**config.mk**
```make
export PLATFORM = sky130hd
export DESIGN_NAME = ex_stage_flat
export DESIGN_NICKNAME = d
export VERILOG_FILES = /design/src/rtl/ex_pkg.sv /design/src/rtl/ex_stage_if.sv /design/src/rtl/ex_stage_iter_mul.sv /design/src/rtl/ex_stage.sv /design/src/flat_wrapper.sv
export SDC_FILE = /design/constraint.sdc
export NUM_CORES = 1
export LEC_CHECK = 0
export ABC_AREA = 0
export CORE_UTILIZATION = 44
export CTS_CLUSTER_DIAMETER = 60
export DETAILED_ROUTE_END_ITERATION = 12
export PLACE_DENSITY = 0.78
export SYNTH_ARGS = -nofsm -noshare
export SYNTH_HDL_FRONTEND = slang
export SYNTH_SLANG_ARGS = --single-unit
```
**constraint.sdc**
```tcl
create_clock -name clock -period 5.6 [get_ports clock]
set_input_delay 0.56 -clock clock [delete_from_list [all_inputs] [get_ports clock]]
set_output_delay 0.56 -clock clock [all_outputs]
set_load 0.02 [all_outputs]
```
**src/rtl/ex_pkg.sv**
```systemverilog
// Shared definitions for the execute stage: ALU codes, forward selects, multiplier FSM, EX/MEM layout.
// Latency: n/a (types and pure functions only).
// Backpressure: n/a.
package ex_pkg;

    localparam int MUL_CYCLES = 32;
    localparam logic [4:0] MUL_CNT_LAST = 5'(MUL_CYCLES - 1);

    localparam logic [3:0] ALU_AND = 4'b0000;
    localparam logic [3:0] ALU_OR  = 4'b0001;
    localparam logic [3:0] ALU_ADD = 4'b0010;
    localparam logic [3:0] ALU_SUB = 4'b0110;
    localparam logic [3:0] ALU_SLT = 4'b0111;
    localparam logic [3:0] ALU_MUL = 4'b1000;
    localparam logic [3:0] ALU_NOR = 4'b1100;

    localparam logic [1:0] FWD_IDEX = 2'b00;
    localparam logic [1:0] FWD_WB   = 2'b01;
    localparam logic [1:0] FWD_MEM  = 2'b10;

    typedef enum logic [1:0] {
        ST_IDLE = 2'd0,
        ST_BUSY = 2'd1,
        ST_DONE = 2'd2
    } mul_state_t;

    // EX/MEM pipeline register contents
    typedef struct packed {
        logic [31:0] instr;
        logic        reg_write;
        logic        mem_read;
        logic        mem_write;
        logic        mem_to_reg;
        logic [31:0] result;
        logic [31:0] store_data;
        logic [4:0]  wr_reg;
    } exmem_t;

    // Select 11 is unused by the hazard unit and falls back to the ID/EX operand
    function automatic logic [31:0] fwd_sel(input logic [1:0] sel, input logic [31:0] idex,
                                            input logic [31:0] wb, input logic [31:0] mem);
        logic [31:0] v;
        case (sel)
            FWD_IDEX: v = idex;
            FWD_WB:   v = wb;
            FWD_MEM:  v = mem;
            default:  v = idex;
        endcase
        return v;
    endfunction

endpackage

```
**src/rtl/ex_stage_if.sv**
```systemverilog
// ID/EX -> EX -> EX/MEM signal bundle, plus stall and redirect outputs.
// Latency: n/a (wiring only).
// Backpressure: oStall holds upstream stages; oTaken flushes them.
interface ex_stage_if;
    logic [31:0] iInstr;
    logic        iRegWrite, iALUSrc, iMemRead, iMemWrite, iMemToReg, iBranch, iJump;
    logic [3:0]  iALUCtrl;
    logic [31:0] iA, iB, ioutSignEXT, iNPC1;
    logic [4:0]  iwriteRegWire;
    logic [1:0]  iFwdA, iFwdB;
    logic [31:0] iMemFwd, iWbFwd;
    logic [31:0] oInstr;
    logic        oRegWrite, oMemRead, oMemWrite, oMemToReg;
    logic [31:0] oALUResult, oStoreData;
    logic [4:0]  owriteRegWire;
    logic        oStall, oTaken;
    logic [31:0] oTarget;

    // master: drives the ID/EX side (pipeline or bench); slave: the execute stage
    modport master (
        output iInstr, iRegWrite, iALUSrc, iMemRead, iMemWrite, iMemToReg, iBranch, iJump,
               iALUCtrl, iA, iB, ioutSignEXT, iNPC1, iwriteRegWire, iFwdA, iFwdB, iMemFwd, iWbFwd,
        input  oInstr, oRegWrite, oMemRead, oMemWrite, oMemToReg, oALUResult, oStoreData,
               owriteRegWire, oStall, oTaken, oTarget
    );
    modport slave (
        input  iInstr, iRegWrite, iALUSrc, iMemRead, iMemWrite, iMemToReg, iBranch, iJump,
               iALUCtrl, iA, iB, ioutSignEXT, iNPC1, iwriteRegWire, iFwdA, iFwdB, iMemFwd, iWbFwd,
        output oInstr, oRegWrite, oMemRead, oMemWrite, oMemToReg, oALUResult, oStoreData,
               owriteRegWire, oStall, oTaken, oTarget
    );
endinterface

```
**src/rtl/ex_stage_iter_mul.sv**
```systemverilog
// Iterative shift-add multiplier, one multiplier bit per enabled cycle, low 32 bits of product.
// Latency: start edge + MUL_CYCLES busy edges, then o_done for one enabled cycle.
// Backpressure: i_en=0 freezes all state; reset aborts to idle.
// Ports: clock/reset, i_en, i_start (sampled in idle), i_a/i_b operands, o_busy/o_done, o_prod.
module iter_mul
    import ex_pkg::*;
(
    input  logic        clock,
    input  logic        reset,
    input  logic        i_en,
    input  logic        i_start,
    input  logic [31:0] i_a,
    input  logic [31:0] i_b,
    output logic        o_busy,
    output logic        o_done,
    output logic [31:0] o_prod
);
    mul_state_t  r_state;
    logic [31:0] r_mcand;
    logic [31:0] r_mplier;
    logic [31:0] r_acc;
    logic [4:0]  r_cnt;

    always_ff @(posedge clock) begin
        if (reset) begin
            r_state  <= ST_IDLE;
            r_mcand  <= '0;
            r_mplier <= '0;
            r_acc    <= '0;
            r_cnt    <= '0;
        end else if (i_en) begin
            case (r_state)
                ST_IDLE: begin
                    if (i_start) begin
                        r_mcand  <= i_a;
                        r_mplier <= i_b;
                        r_acc    <= '0;
                        r_cnt    <= '0;
                        r_state  <= ST_BUSY;
                    end
                end
                ST_BUSY: begin
                    r_acc    <= r_acc + (r_mplier[0] ? r_mcand : 32'd0);
                    r_mcand  <= r_mcand << 1;
                    r_mplier <= r_mplier >> 1;
                    r_cnt    <= r_cnt + 5'd1;
                    if (r_cnt == MUL_CNT_LAST) r_state <= ST_DONE;
                end
                ST_DONE: r_state <= ST_IDLE;
                default: r_state <= ST_IDLE;
            endcase
        end
    end

    assign o_busy = (r_state == ST_BUSY);
    assign o_done = (r_state == ST_DONE);
    assign o_prod = r_acc;
endmodule

```
**src/rtl/ex_stage.sv**
```systemverilog
// Execute stage: operand forwarding, ALU, branch/jump resolution, iterative MUL, EX/MEM register.
// Latency: 1 edge for single-cycle ops; MUL result lands 34 enabled edges after entering EX.
// Backpressure: enable=0 freezes EX/MEM and the multiplier; oStall holds PC, IF/ID and ID/EX during MUL.
// Ports: clock, reset (sync, active-high), enable, bus (ex_stage_if.slave: ID/EX in, EX/MEM out).
module ex_stage
    import ex_pkg::*;
(
    input  logic      clock,
    input  logic      reset,
    input  logic      enable,
    ex_stage_if.slave bus
);
    logic [31:0] w_opA, w_fwdB, w_opB, w_alu, w_prod;
    logic [31:0] w_br_target, w_jmp_target;
    logic        w_is_mul, w_zero, w_busy, w_done, w_idle, w_stall;
    exmem_t      w_next;
    exmem_t      r_exmem;

    assign w_opA  = fwd_sel(bus.iFwdA, bus.iA, bus.iWbFwd, bus.iMemFwd);
    assign w_fwdB = fwd_sel(bus.iFwdB, bus.iB, bus.iWbFwd, bus.iMemFwd);
    assign w_opB  = bus.iALUSrc ? bus.ioutSignEXT : w_fwdB;

    // MUL yields 0 here; its result comes from the iterative unit
    always_comb begin
        w_alu = '0;
        case (bus.iALUCtrl)
            ALU_AND: w_alu = w_opA & w_opB;
            ALU_OR:  w_alu = w_opA | w_opB;
            ALU_ADD: w_alu = w_opA + w_opB;
            ALU_SUB: w_alu = w_opA - w_opB;
            ALU_NOR: w_alu = ~(w_opA | w_opB);
            ALU_SLT: w_alu = ($signed(w_opA) < $signed(w_opB)) ? 32'd1 : 32'd0;
            default: w_alu = '0;
        endcase
    end

    assign w_is_mul = (bus.iALUCtrl == ALU_MUL);
    assign w_zero   = (w_alu == 32'd0) && !w_is_mul;
    assign w_idle   = !w_busy && !w_done;
    // Stall covers the launch cycle and every busy cycle; DONE lets ID/EX advance
    assign w_stall  = (w_idle && w_is_mul) || w_busy;

    iter_mul u_mul (
        .clock   (clock),
        .reset   (reset),
        .i_en    (enable),
        .i_start (w_is_mul),
        .i_a     (w_opA),
        .i_b     (w_opB),
        .o_busy  (w_busy),
        .o_done  (w_done),
        .o_prod  (w_prod)
    );

    assign w_br_target  = bus.iNPC1 + {bus.ioutSignEXT[29:0], 2'b00};
    assign w_jmp_target = {bus.iNPC1[31:28], bus.iInstr[25:0], 2'b00};

    // The instruction presented while the multiplier runs is the held MUL, never a redirect
    assign bus.oTaken  = w_idle && ((bus.iBranch && w_zero) || bus.iJump);
    assign bus.oTarget = bus.iJump ? w_jmp_target : w_br_target;
    assign bus.oStall  = w_stall;

    always_comb begin
        w_next            = '0;
        w_next.instr      = bus.iInstr;
        w_next.reg_write  = bus.iRegWrite;
        w_next.mem_read   = bus.iMemRead;
        w_next.mem_write  = bus.iMemWrite;
        w_next.mem_to_reg = bus.iMemToReg;
        w_next.result     = w_done ? w_prod : w_alu;
        w_next.store_data = w_fwdB;
        w_next.wr_reg     = bus.iwriteRegWire;
    end

    always_ff @(posedge clock) begin
        if (reset) begin
            r_exmem <= '0;
        end else if (enable) begin
            r_exmem <= w_stall ? exmem_t'('0) : w_next;
        end
    end

    assign bus.oInstr        = r_exmem.instr;
    assign bus.oRegWrite     = r_exmem.reg_write;
    assign bus.oMemRead      = r_exmem.mem_read;
    assign bus.oMemWrite     = r_exmem.mem_write;
    assign bus.oMemToReg     = r_exmem.mem_to_reg;
    assign bus.oALUResult    = r_exmem.result;
    assign bus.oStoreData    = r_exmem.store_data;
    assign bus.owriteRegWire = r_exmem.wr_reg;
endmodule

```
**src/flat_wrapper.sv**
```systemverilog
// flat-port wrapper written by rule: the top's interface ports become plain ports
module ex_stage_flat import ex_pkg::*;
  (clock, reset, enable, bus_iInstr, bus_iRegWrite, bus_iALUSrc, bus_iMemRead, bus_iMemWrite, bus_iMemToReg, bus_iBranch, bus_iJump, bus_iALUCtrl, bus_iA, bus_iB, bus_ioutSignEXT, bus_iNPC1, bus_iwriteRegWire, bus_iFwdA, bus_iFwdB, bus_iMemFwd, bus_iWbFwd, bus_oInstr, bus_oRegWrite, bus_oMemRead, bus_oMemWrite, bus_oMemToReg, bus_oALUResult, bus_oStoreData, bus_owriteRegWire, bus_oStall, bus_oTaken, bus_oTarget);
  ex_stage_if bus_i ();
  input  logic clock;
  input  logic reset;
  input  logic enable;
  input wire logic [$bits(bus_i.iInstr)-1:0] bus_iInstr;
  input wire logic [$bits(bus_i.iRegWrite)-1:0] bus_iRegWrite;
  input wire logic [$bits(bus_i.iALUSrc)-1:0] bus_iALUSrc;
  input wire logic [$bits(bus_i.iMemRead)-1:0] bus_iMemRead;
  input wire logic [$bits(bus_i.iMemWrite)-1:0] bus_iMemWrite;
  input wire logic [$bits(bus_i.iMemToReg)-1:0] bus_iMemToReg;
  input wire logic [$bits(bus_i.iBranch)-1:0] bus_iBranch;
  input wire logic [$bits(bus_i.iJump)-1:0] bus_iJump;
  input wire logic [$bits(bus_i.iALUCtrl)-1:0] bus_iALUCtrl;
  input wire logic [$bits(bus_i.iA)-1:0] bus_iA;
  input wire logic [$bits(bus_i.iB)-1:0] bus_iB;
  input wire logic [$bits(bus_i.ioutSignEXT)-1:0] bus_ioutSignEXT;
  input wire logic [$bits(bus_i.iNPC1)-1:0] bus_iNPC1;
  input wire logic [$bits(bus_i.iwriteRegWire)-1:0] bus_iwriteRegWire;
  input wire logic [$bits(bus_i.iFwdA)-1:0] bus_iFwdA;
  input wire logic [$bits(bus_i.iFwdB)-1:0] bus_iFwdB;
  input wire logic [$bits(bus_i.iMemFwd)-1:0] bus_iMemFwd;
  input wire logic [$bits(bus_i.iWbFwd)-1:0] bus_iWbFwd;
  output wire logic [$bits(bus_i.oInstr)-1:0] bus_oInstr;
  output wire logic [$bits(bus_i.oRegWrite)-1:0] bus_oRegWrite;
  output wire logic [$bits(bus_i.oMemRead)-1:0] bus_oMemRead;
  output wire logic [$bits(bus_i.oMemWrite)-1:0] bus_oMemWrite;
  output wire logic [$bits(bus_i.oMemToReg)-1:0] bus_oMemToReg;
  output wire logic [$bits(bus_i.oALUResult)-1:0] bus_oALUResult;
  output wire logic [$bits(bus_i.oStoreData)-1:0] bus_oStoreData;
  output wire logic [$bits(bus_i.owriteRegWire)-1:0] bus_owriteRegWire;
  output wire logic [$bits(bus_i.oStall)-1:0] bus_oStall;
  output wire logic [$bits(bus_i.oTaken)-1:0] bus_oTaken;
  output wire logic [$bits(bus_i.oTarget)-1:0] bus_oTarget;
  assign bus_i.iInstr = bus_iInstr;
  assign bus_i.iRegWrite = bus_iRegWrite;
  assign bus_i.iALUSrc = bus_iALUSrc;
  assign bus_i.iMemRead = bus_iMemRead;
  assign bus_i.iMemWrite = bus_iMemWrite;
  assign bus_i.iMemToReg = bus_iMemToReg;
  assign bus_i.iBranch = bus_iBranch;
  assign bus_i.iJump = bus_iJump;
  assign bus_i.iALUCtrl = bus_iALUCtrl;
  assign bus_i.iA = bus_iA;
  assign bus_i.iB = bus_iB;
  assign bus_i.ioutSignEXT = bus_ioutSignEXT;
  assign bus_i.iNPC1 = bus_iNPC1;
  assign bus_i.iwriteRegWire = bus_iwriteRegWire;
  assign bus_i.iFwdA = bus_iFwdA;
  assign bus_i.iFwdB = bus_iFwdB;
  assign bus_i.iMemFwd = bus_iMemFwd;
  assign bus_i.iWbFwd = bus_iWbFwd;
  assign bus_oInstr = bus_i.oInstr;
  assign bus_oRegWrite = bus_i.oRegWrite;
  assign bus_oMemRead = bus_i.oMemRead;
  assign bus_oMemWrite = bus_i.oMemWrite;
  assign bus_oMemToReg = bus_i.oMemToReg;
  assign bus_oALUResult = bus_i.oALUResult;
  assign bus_oStoreData = bus_i.oStoreData;
  assign bus_owriteRegWire = bus_i.owriteRegWire;
  assign bus_oStall = bus_i.oStall;
  assign bus_oTaken = bus_i.oTaken;
  assign bus_oTarget = bus_i.oTarget;
  ex_stage u_core (.clock(clock), .reset(reset), .enable(enable), .bus(bus_i));
endmodule
```
; Word-level counts from Yosys, hierarchy flattened
; Index checks and enable logic that the tools add are counted.
[totals]
register_bits = 208
inputBits = 247
out_inout_bits = 139
elab_cells = 73
[op_classes]
n_addsub = 5
n_lt_le_gt_ge = 1
n_eq_ne = 15
muxes = 20
bitwise_logic = 3
reduce_logical = 16
[ops]
columns = op, count
row1 = $pmux W32 S2, 5
row2 = $mux W32, 7
row3 = $pmux W32 S6, 1
row4 = $mux W105, 1
row5 = $add A32 B32 Y32, 3
row6 = $and A32 B32 Y32, 1
row7 = $logic_not A32 Y1, 1
row8 = $lt A32 B32 Y1, 1
row9 = $not A32 Y32, 1
row10 = $or A32 B32 Y32, 1
row11 = $sub A32 B32 Y32, 1
row12 = $pmux W5 S2, 1
row13 = $eq A4 B3 Y1 const B, 2
row14 = $eq A4 B4 Y1 const B, 2
row15 = $eq A2 B1 Y1 const B, 3
row16 = $eq A2 B2 Y1 const B, 3
row17 = $reduce_and A3 Y1, 2
row18 = $add A5 B1 Y5 const B, 1
row19 = $eq A5 B5 Y1 const B, 1
row20 = $logic_and A1 B1 Y1, 5
row21 = $mux W5, 1
row22 = $eq A4 B1 Y1 const B, 1
row23 = $eq A4 B2 Y1 const B, 1
row24 = $logic_not A4 Y1, 1
row25 = other kinds (9), 13

; Longest topological paths before layout
; Gate-level depths: netlist of run 1.
[depth]
word_depth = 11
depth_mapped = 23
ltp_nobuf = 21

; Hierarchy
; A second synthesis of run 1 with hierarchy kept.
[hier_totals]
cells_unflattened = 2633
area_unflattened_um2 = 18955.7
[by_module_without_submodules]
columns = module, instances, cells_per_inst, area_per_inst_um2, seq_area_each_um2
row1 = ex_stage, 1, 1871, 12743.5, 2102.0
row2 = iter_mul, 1, 762, 6212.2, 2062.0

; Least setup slack after synthesis of run 1
; No wires, ideal clock.
[synth_path]
path_type = input to output
start = input port bus_iFwdB[0]
end = output port bus_oTaken
arrival_time_ns = 5.077
t_required_ns = 5.040
path_slack_ns = -0.037
cell_stages = 22
n_path_buf = 2
cell_sequence = inv_1 -> ha_1 -> clkbuf_1 -> buf_1 -> nor2_1 -> a21oi_1 -> nor2_1 -> a21oi_1 -> inv_1 -> ha_1 -> nor2b_4 -> o31a_1 -> a211o_2 -> o311a_1 -> o31ai_2 -> o22ai_1 -> o21ba_2 -> nor4_1 -> nand4_1 -> nor4_1 -> nand3_1 -> o41ai_2
[synth_via]
elab_chain_cells = 11
elab_cells_between_ends = 17
cone_classes = 2 x add/sub / 1 x order compare / 2 x eq/ne / 4 x mux / 3 x bitwise / 5 x reduce/logical
[synth_lines]
columns = item, line
row1 = "start, declared", flat_wrapper.sv:23  ; input wire logic [$bits(bus_i.iFwdB)-1:0] bus_iFwdB;
row2 = $eq A2 B2 Y1 or $eq A2 B1 Y1 (tied branches), ex_pkg.sv:43  ; case (sel)
row3 = $pmux W32 S2 (*), ex_pkg.sv:43
row4 = $mux W32 (*), ex_stage.sv:21  ; assign w_opB = bus.iALUSrc ? bus.ioutSignEXT : w_fwdB;
row5 = $lt A32 B32 Y1 or $or A32 B32 Y32 (tied branches), "ex_stage.sv:32, ex_stage.sv:28, ex_stage.sv:31"
row6 = $mux W1 or $not A32 Y32 (tied branches), "ex_stage.sv:32, ex_stage.sv:31"
row7 = $pmux W32 S6 (*), ex_stage.sv:26  ; case (bus.iALUCtrl)
row8 = $logic_not A32 Y1 (*), ex_stage.sv:38  ; assign w_zero = (w_alu == 32'd0) && !w_is_mul;
row9 = $logic_and A1 B1 Y1 (*), ex_stage.sv:38
row10 = $logic_and A1 B1 Y1 (*), ex_stage.sv:59  ; assign bus.oTaken = w_idle && ((bus.iBranch && w_zero) || bus.iJump);
row11 = $logic_or A1 B1 Y1 (*), ex_stage.sv:59
row12 = $logic_and A1 B1 Y1 (*), ex_stage.sv:59
row13 = "end, declared", flat_wrapper.sv:35  ; output wire logic [$bits(bus_i.oTaken)-1:0] bus_oTaken;
; Every way passes the cells marked *; elsewhere a longest branch is shown, timed or not.

; Final worst setup path of run 1
; Same ends and word-level chain as after synthesis.

==> results of run 1 <==
kinds of logic (layout without fill, tap and decap cells):
group	after synthesis	count (layout)	synth area share (%)
simple gates	971	971	22.76
fa+ha+maj	169	169	11.36
buf+inv	326	1004	6.589
other cells	0	12	0
compound gates	963	963	34.00
xor+xnor	54	54	2.506
mux	13	13	0.7226
flops	208	208	22.06
routing by layer:
metal | share of wire, % | vias up | track usage (%)
met5 | 0 | - | 0
li1 | - | 11120 | -
met1 | 41 | 11280 | 49.37
met3 | 7.1 | 250 | 5.395
met2 | 46 | 1108 | 64.23
met4 | 5.9 | 0 | 21.27
tightest hold or removal path, cell delays in order, from the launching register on:
cell	delay (ps)
dfxtp_1	300
nand2_1	60
a21oi_1	50
power by group through the flow:
| stage | Clock, mW | Combinational [mW] | Sequential (mW) |
|---|---|---|---|
| finish | 1.96 | 3.05 | 1.61 |
| global route | 2.03 | 3.25 | 1.62 |
| CTS | 1.97 | 2.94 | 1.61 |
| detailed placement | 0 | 2.80 | 1.64 |
| global placement | 0 | 2.78 | 1.64 |
| floorplan | 0 | 1.31 | 1.70 |
per-stage QoR:
stage          setup WS, ps  instance area, µm²
2_1_floorplan         37.68               18890
3_3_place_gp          -1126               25790
3_5_place_dp          -1125               25790
4_1_cts              -252.5               27330
5_1_grt              -338.4               27600
6_report             -180.5               27600
worst max-delay path by stage:
| stage | to | cells after the start |
|---|---|---|
| 2_1_floorplan | bus_oTaken | 22 |
| 3_3_place_gp | bus_oTaken | 24 |
| 3_5_place_dp | bus_oTaken | 24 |
| 4_1_cts | bus_oTaken | 24 |
| 5_1_grt | bus_oTaken | 25 |
| 6_report | bus_oTaken | 24 |
layout by cell type (no fill, tap or decap), drive strengths merged, types with 12 or more instances in the layout:
master         instances
a2111oi               65
a211o                 15
a211oi                21
a21o                  37
a21oi                322
a221oi                14
a22oi                131
a31oi                 40
and2                  39
buf                  444
clkbuf                38
clkdlybuf4s50        374
dfxtp                208
diode                 12
ha                   165
inv                  130
nand2                187
nand2b                29
nand3                 63
nand4                 17
nor2                 490
nor3                  65
nor4                  12
o211ai                18
o21a                  17
o21ai                134
o21bai                21
o22ai                 17
o31ai                 14
or3                   18
xnor2                 34
xor2                  20
state kept, by name (all words and copies together), names as in the netlist:
| signal | count |
|---|---|
| u_core.bus.oMemWrite | 1 |
| u_core.bus.oInstr | 32 |
| u_core.bus.oRegWrite | 1 |
| u_core.bus.oMemToReg | 1 |
| u_core.u_mul.r_mplier | 32 |
| u_core.bus.owriteRegWire | 5 |
| u_core.u_mul.r_state | 2 |
| u_core.bus.oALUResult | 32 |
| u_core.u_mul.r_mcand | 32 |
| u_core.bus.oMemRead | 1 |
| u_core.u_mul.r_cnt | 5 |
| u_core.bus.oStoreData | 32 |
| u_core.u_mul.o_prod | 32 |
layout make-up:
class                      count  area (µm²)
tap                          539       674.4
clock buffer                  36       814.5
timing repair buffer         823        7238
fill                        3687       14530
clock inverter                20       198.9
inverter                     125       474.2
antenna                       12       30.03
multi-input combinational   2170       14010
sequential                   208        4164
what timing repair did:
action | CTS | global route
setup buffers | 31 | 3
pin swaps | 24 | 12
cloned | 0 | 1
resized for setup | 89 | 53
hold endpoints to repair | 0 | 0
setup endpoints to repair | 1 | 3
==> flow_summary_export.csv, run 1 <==
group,metric,value,unit
logic_synthesis,synthDistinctLibCells,99,
place,io_buffers,385,
setup_path,r2r_slack,1420,ps
power_and_ir_drop,total_power,6.628,mW
cts,cts_tree,"yes",
setup_path,worstReg2RegEnd,"u_core.u_mul.o_prod[30]",
final_layout,utilization,65.51,%
logic_synthesis,synth_common_cells,"nor2_1 (490), a21oi_1 (320), dfxtp_1 (208), nand2_1 (187), ha_1 (165)",
place,dp.cells,3833,
route,via_per_inst,6.042,
logic_synthesis,yosys_warnings,0,
global_routing,antenna_found_initial,12,
worst_hold_path,hold_path_depth,2,
logic_synthesis,ys_ff_latch,208,
global_routing,grt_pass1_wl,133.9,mm
setup_path,worst-path-max-fanout,3,
setup_path,crit_type,"input port to output port",
setup_path,rr_startpoint,"u_core.u_mul.r_mplier[0]",
route,drcViolationCount,0,
timing,grt_setup_unrepaired,"true",
logic_synthesis,synth-main-ff-cell,"dfxtp_1",
power_and_ir_drop,p_int,4.147,mW
final_layout,nets,3774,
timing,slew_viol_final,0,
worst_hold_path,hp-class,"flip-flop to flip-flop",
timing,fin_crit_sh,103.2,%
final_layout,final_cells,3933,
floorplan,io_pins,386,
cts,clk_pin_slew,60,ps
logic_synthesis,synth_cells,2704,
worst_hold_path,min_from,"u_core.bus.oALUResult[20]",
logic_synthesis,synth_top_cell_by_area,"dfxtp_1",
global_routing,overflow,0,
logic_synthesis,synthesis.nets,3120,
timing,tns,-180.5,ps
setup_path,worst_path_most_repeated_cell,"buf_4",
timing,setup_viol_count_final,1,
setup_path,slowest_stage,"a2111o_1",
floorplan,num_rows,75,
timing,max-slew-margin-rel,17.46,%
global_routing,grt_pass1_vias,22870,
route,drtPass1Iterations,7,
setup_path,cp_top_family,"compound AO/OA/AOI/OAI gates",
logic_synthesis,avgSynthCellArea,6.980,µm²
setup_path,slowest_delay,480,ps
timing,tightest_slew,1237,ps
logic_synthesis,synthArstFlopShare,0,%
cts,numCtsBuffers,30,
floorplan,dieHeight,209.1,µm
place,dpl.hpwl,67.80,mm
logic_synthesis,synth.most_common_cell,"nor2_1",
timing,post-route-min-period,5781,ps
floorplan,start_util,44.80,%
power_and_ir_drop,leakage,11.96,nW
setup_path,startpoint,"bus_iFwdB[0]",
cts,clk_latency,590,ps
logic_synthesis,synthTopCellsByArea,"dfxtp_1 (22%), ha_1 (11%), nor2_1 (9.7%), a21oi_1 (8.5%), a22oi_1 (5.2%)",
setup_path,required,5040,ps
timing,holdWs,463.1,ps
route,wl_per_cell,22.49,µm
route,vias,23770,
final_layout,areaGrowthSynthToFinish,46.24,%
setup_path,cp-start-kind,"input port",
worst_hold_path,hold_end,"u_core.bus.oALUResult[20]",
cts,clock_tree.root_cell,"clkbuf_16",
setup_path,critPathBufInv,6,
power_and_ir_drop,clkPwrFrac,29.6,%
global_routing,grt_start_max_net_pins,122,
logic_synthesis,synth_top_area_share,22.06,%
cts,clock-sinks,208,
power_and_ir_drop,powerDensity,240.1,nW/µm²
timing,finClkSkew,12.44,ps
run_status,status,"complete, but fails checks",
power_and_ir_drop,p_seq_share,24.4,%
power_and_ir_drop,vdd_drop_max,284.5,µV
global_routing,grt.total_usage,39.08,%
place,gp_congestion,1.007,
setup_path,r2r_cells,15,
floorplan,die_w,209.1,µm
cts,ctsHoldBuffers,0,
final_layout,drive_gt1_share,18.92,%
cts,cts_buffer_depth,3,
power_and_ir_drop,p_sw_share,37.42,%
run_status,violations,"negative setup slack",
setup_path,end_kind,"output port",
setup_path,arrival,5220,ps
run,max_cap_viol_count,0,
route,ant_nets,0,
cts,htreeDepth,1,
timing,max_freq,173.0,MHz
power_and_ir_drop,p_switching,2.480,mW
route,drt_iter0_drc,2490,
logic_synthesis,synth_edf_count,0,
logic_synthesis,yosysSeqAreaShare,22.06,%
route,routed_wl,88.47,mm
setup_path,cp_cell_sequence,"buf_12, inv_4, ha_4, a22oi_2, nor2_2, a21oi_2, o21ai_1, buf_4, buf_6, ha_4, fa_2, nor2_4, buf_4, o31ai_1, a221o_1, a2111o_1, nor4_4, nand4_1, a2111oi_2, nand4_1, nor4_2, nand3_1, o41ai_4, buf_4",
floorplan,core-area,42130,µm²
logic_synthesis,syn-cell-area,18870,µm²
timing,hold_viol,0,
timing,layout_setup_ws,-180.5,ps
power_and_ir_drop,power_frac_comb,46.0,%
floorplan,die-area,43730,µm²
(Power assumes the default switching activity.)
==> run 2, diff against run 1 <==
Settings changed: CELL_PAD_IN_SITES_DETAIL_PLACEMENT from default to 1, CELL_PAD_IN_SITES_GLOBAL_PLACEMENT from default to 2, CORE_UTILIZATION 44 to 26, PLACE_DENSITY 0.78 to 0.82.
==> run 2 against run 1 <==
Effect of this change:
- the run still ends with negative setup slack left
- routed wire length is 18% higher
- cell area up 6.0%
- fmax decreased by 0.11%
- non-clock buffer count up 63
- utilization down 25 points
- clock-buffer cell count rose by 8
- register-to-register slack lost 560 ps
- critical path type unchanged
- largest cell class unchanged
- largest power group unchanged
- highest routed layer unchanged
==> flow_summary_export.csv, run 2 (same netlist as run 1, synthesis figures left out) <==
group,metric,value,unit
setup_path,worstReg2RegEnd,"u_core.u_mul.o_prod[30]",
timing,finClkSkew,34.58,ps
global_routing,antenna_found_initial,14,
timing,hold_viol,0,
setup_path,endpoint,"bus_oTaken",
final_layout,mostFrequentLayoutCell,"nor2_1",
timing,post-route-min-period,5787,ps
worst_hold_path,hp-class,"flip-flop to flip-flop",
global_routing,grt_start_max_net_pins,96,
route,wl_per_cell,23.53,µm
timing,layout_setup_ws,-187.1,ps
setup_path,crit_type,"input port to output port",
final_layout,final_cells,4424,
run_status,status,"complete, but fails checks",
timing,grt_setup_unrepaired,"true",
place,gp_congestion,0.9573,
floorplan,num_rows,98,
cts,cts_buffer_depth,3,
setup_path,cp-start-kind,"input port",
setup_path,worst-path-max-fanout,3,
setup_path,rr_startpoint,"u_core.u_mul.r_mplier[0]",
global_routing,grt.total_usage,27.39,%
timing,slew_viol_final,0,
floorplan,die-area,73670,µm²
place,io_buffers,385,
setup_path,end_kind,"output port",
route,drcViolationCount,0,
final_layout,drive_gt1_share,22.29,%
floorplan,dieHeight,271.4,µm
global_routing,grt_pass1_vias,24950,
cts,clk_pin_slew,50,ps
setup_path,required,5040,ps
route,drt_iter0_drc,1419,
route,routed_wl,104.1,mm
run,max_cap_viol_count,0,
cts,cts_tree,"yes",
power_and_ir_drop,vdd_drop_max,290.1,µV
cts,numCtsBuffers,39,
setup_path,startpoint,"bus_iWbFwd[14]",
floorplan,io_pins,386,
floorplan,die_w,271.4,µm
cts,clock-sinks,208,
global_routing,overflow,0,
run_status,violations,"negative setup slack",
final_layout,utilization,40.87,%
place,dp.cells,4289,
floorplan,start_util,26.36,%
route,via_per_inst,5.406,
power_and_ir_drop,powerDensity,252.6,nW/µm²
final_layout,fillers,8803,
final_layout,final_cell_mix,"nor2_1 (484), buf_4 (483), clkdlybuf4s50_1 (367)",
final_layout,nets,3846,
setup_path,r2r_slack,860,ps
cts,htreeDepth,2,
power_and_ir_drop,leakage,12.47,nW
timing,max_freq,172.8,MHz
cts,clock_tree.root_cell,"clkbuf_16",
setup_path,r2r_cells,15,
timing,fin_crit_sh,103.3,%
route,vias,23920,
timing,max-slew-margin-rel,23.06,%
place,dpl.hpwl,81.43,mm
cts,clk_latency,570,ps
final_layout,areaGrowthSynthToFinish,55.05,%
setup_path,arrival,5230,ps
timing,setup_viol_count_final,1,
timing,tightest_slew,1153,ps
route,drtPass1Iterations,5,
route,ant_nets,0,
floorplan,core-area,71610,µm²
global_routing,grt_pass1_wl,155.7,mm
run 2: cell count changes in the layout (fill, tap and decap cells not counted), sizes merged:
cell | previous run | this run
buf | 444 | 510
bufinv | 2 | 6
clkbuf | 38 | 44
clkdlybuf4s15 | 1 | 0
clkdlybuf4s50 | 374 | 367
clkinv | 10 | 11
clkinvlp | 3 | 7
diode | 12 | 15
dlygate4sd2 | 2 | 7
dlymetal6s2s | 0 | 2
inv | 130 | 127
run 2: area by class of cell:
cell class	count	area, µm²	area share (%)
sequential	208	4164	14.23
tap	950	1189	4.062
multi-input combinational	2170	14360	49.08
timing repair buffer	886	7686	26.26
inverter	125	479.2	1.638
clock buffer	44	1025	3.502
clock inverter	26	320.3	1.095
antenna	15	37.54	0.1283
run 2: worst max-delay path, stage by stage:
cell	delay, ps
clkdlybuf4s50_1	570
a22oi_1	220
nor2_1	110
a21oi_2	180
nor2_1	80
a21oi_2	160
inv_1	60
ha_1	310
inv_2	70
a21oi_4	140
o31ai_2	110
a211o_1	310
a221oi_2	310
nand2_2	130
a2111oi_4	380
buf_4	180
o221a_4	190
nand4_1	170
nor4_2	310
nand3_1	170
o41ai_4	300
buf_4	210
run 2: per-stage QoR:
| step | hold WS (ps) | total power [mW] | worst slack, ps | cell area, µm² | TNS, ps |
|---|---|---|---|---|---|
| final | 459.2 | 7.391 | -187.1 | 29260 | -187.1 |
| after global routing | 487.2 | 7.737 | -369.1 | 29260 | -369.1 |
| after CTS | 465.8 | 7.341 | -309.4 | 28850 | -309.4 |
| after detailed placement | 453.6 | 4.607 | -1297 | 26640 | -4326 |
| after global placement | 447.3 | 4.548 | -1204 | 26640 | -3315 |
| after floorplan | 449.4 | 3.008 | 37.68 | 18890 | 0 |
run 2: timing repair:
item                                    CTS  global route
cloned                                    0             0
endpoints found under the setup margin    3             4
hold buffers                              0             0
gates resized for setup                 169            58
buffers inserted                         38            12
pin swaps                                42            40
run 2: power breakdown:
group | switching, mW | leakage (nW) | total [mW] | internal (mW)
registers | 0.0538 | 1.69 | 1.61 | 1.56
logic | 1.73 | 10.1 | 3.24 | 1.51
clock network | 0.935 | 0.644 | 2.53 | 1.60
run 2: how the worst min path moves through the flow:
| stage | to | start | cells past startpoint |
|---|---|---|---|
| 3_5_place_dp | u_core.bus.oALUResult[26] | u_core.bus.oALUResult[26] | 2 |
| 5_1_grt | u_core.bus.oInstr[15] | u_core.bus.oInstr[15] | 2 |
| 4_1_cts | u_core.bus.oInstr[15] | u_core.bus.oInstr[15] | 2 |
| 3_3_place_gp | u_core.bus.oInstr[29] | u_core.bus.oInstr[29] | 2 |
| 6_report | u_core.bus.oALUResult[26] | u_core.bus.oALUResult[26] | 2 |
| 2_1_floorplan | u_core.u_mul.o_prod[9] | u_core.u_mul.o_prod[9] | 2 |
run 2: routing by layer:
| layer | wire [µm] | track usage [%] | vias to the layer above |
|---|---|---|---|
| li1 | - | - | 11270 |
| met1 | 44390 | 33.44 | 11860 |
| met2 | 50680 | 47.56 | 584 |
| met3 | 3698 | 2.716 | 203 |
| met4 | 5333 | 13.96 | 0 |
| met5 | 0 | 0 | - |
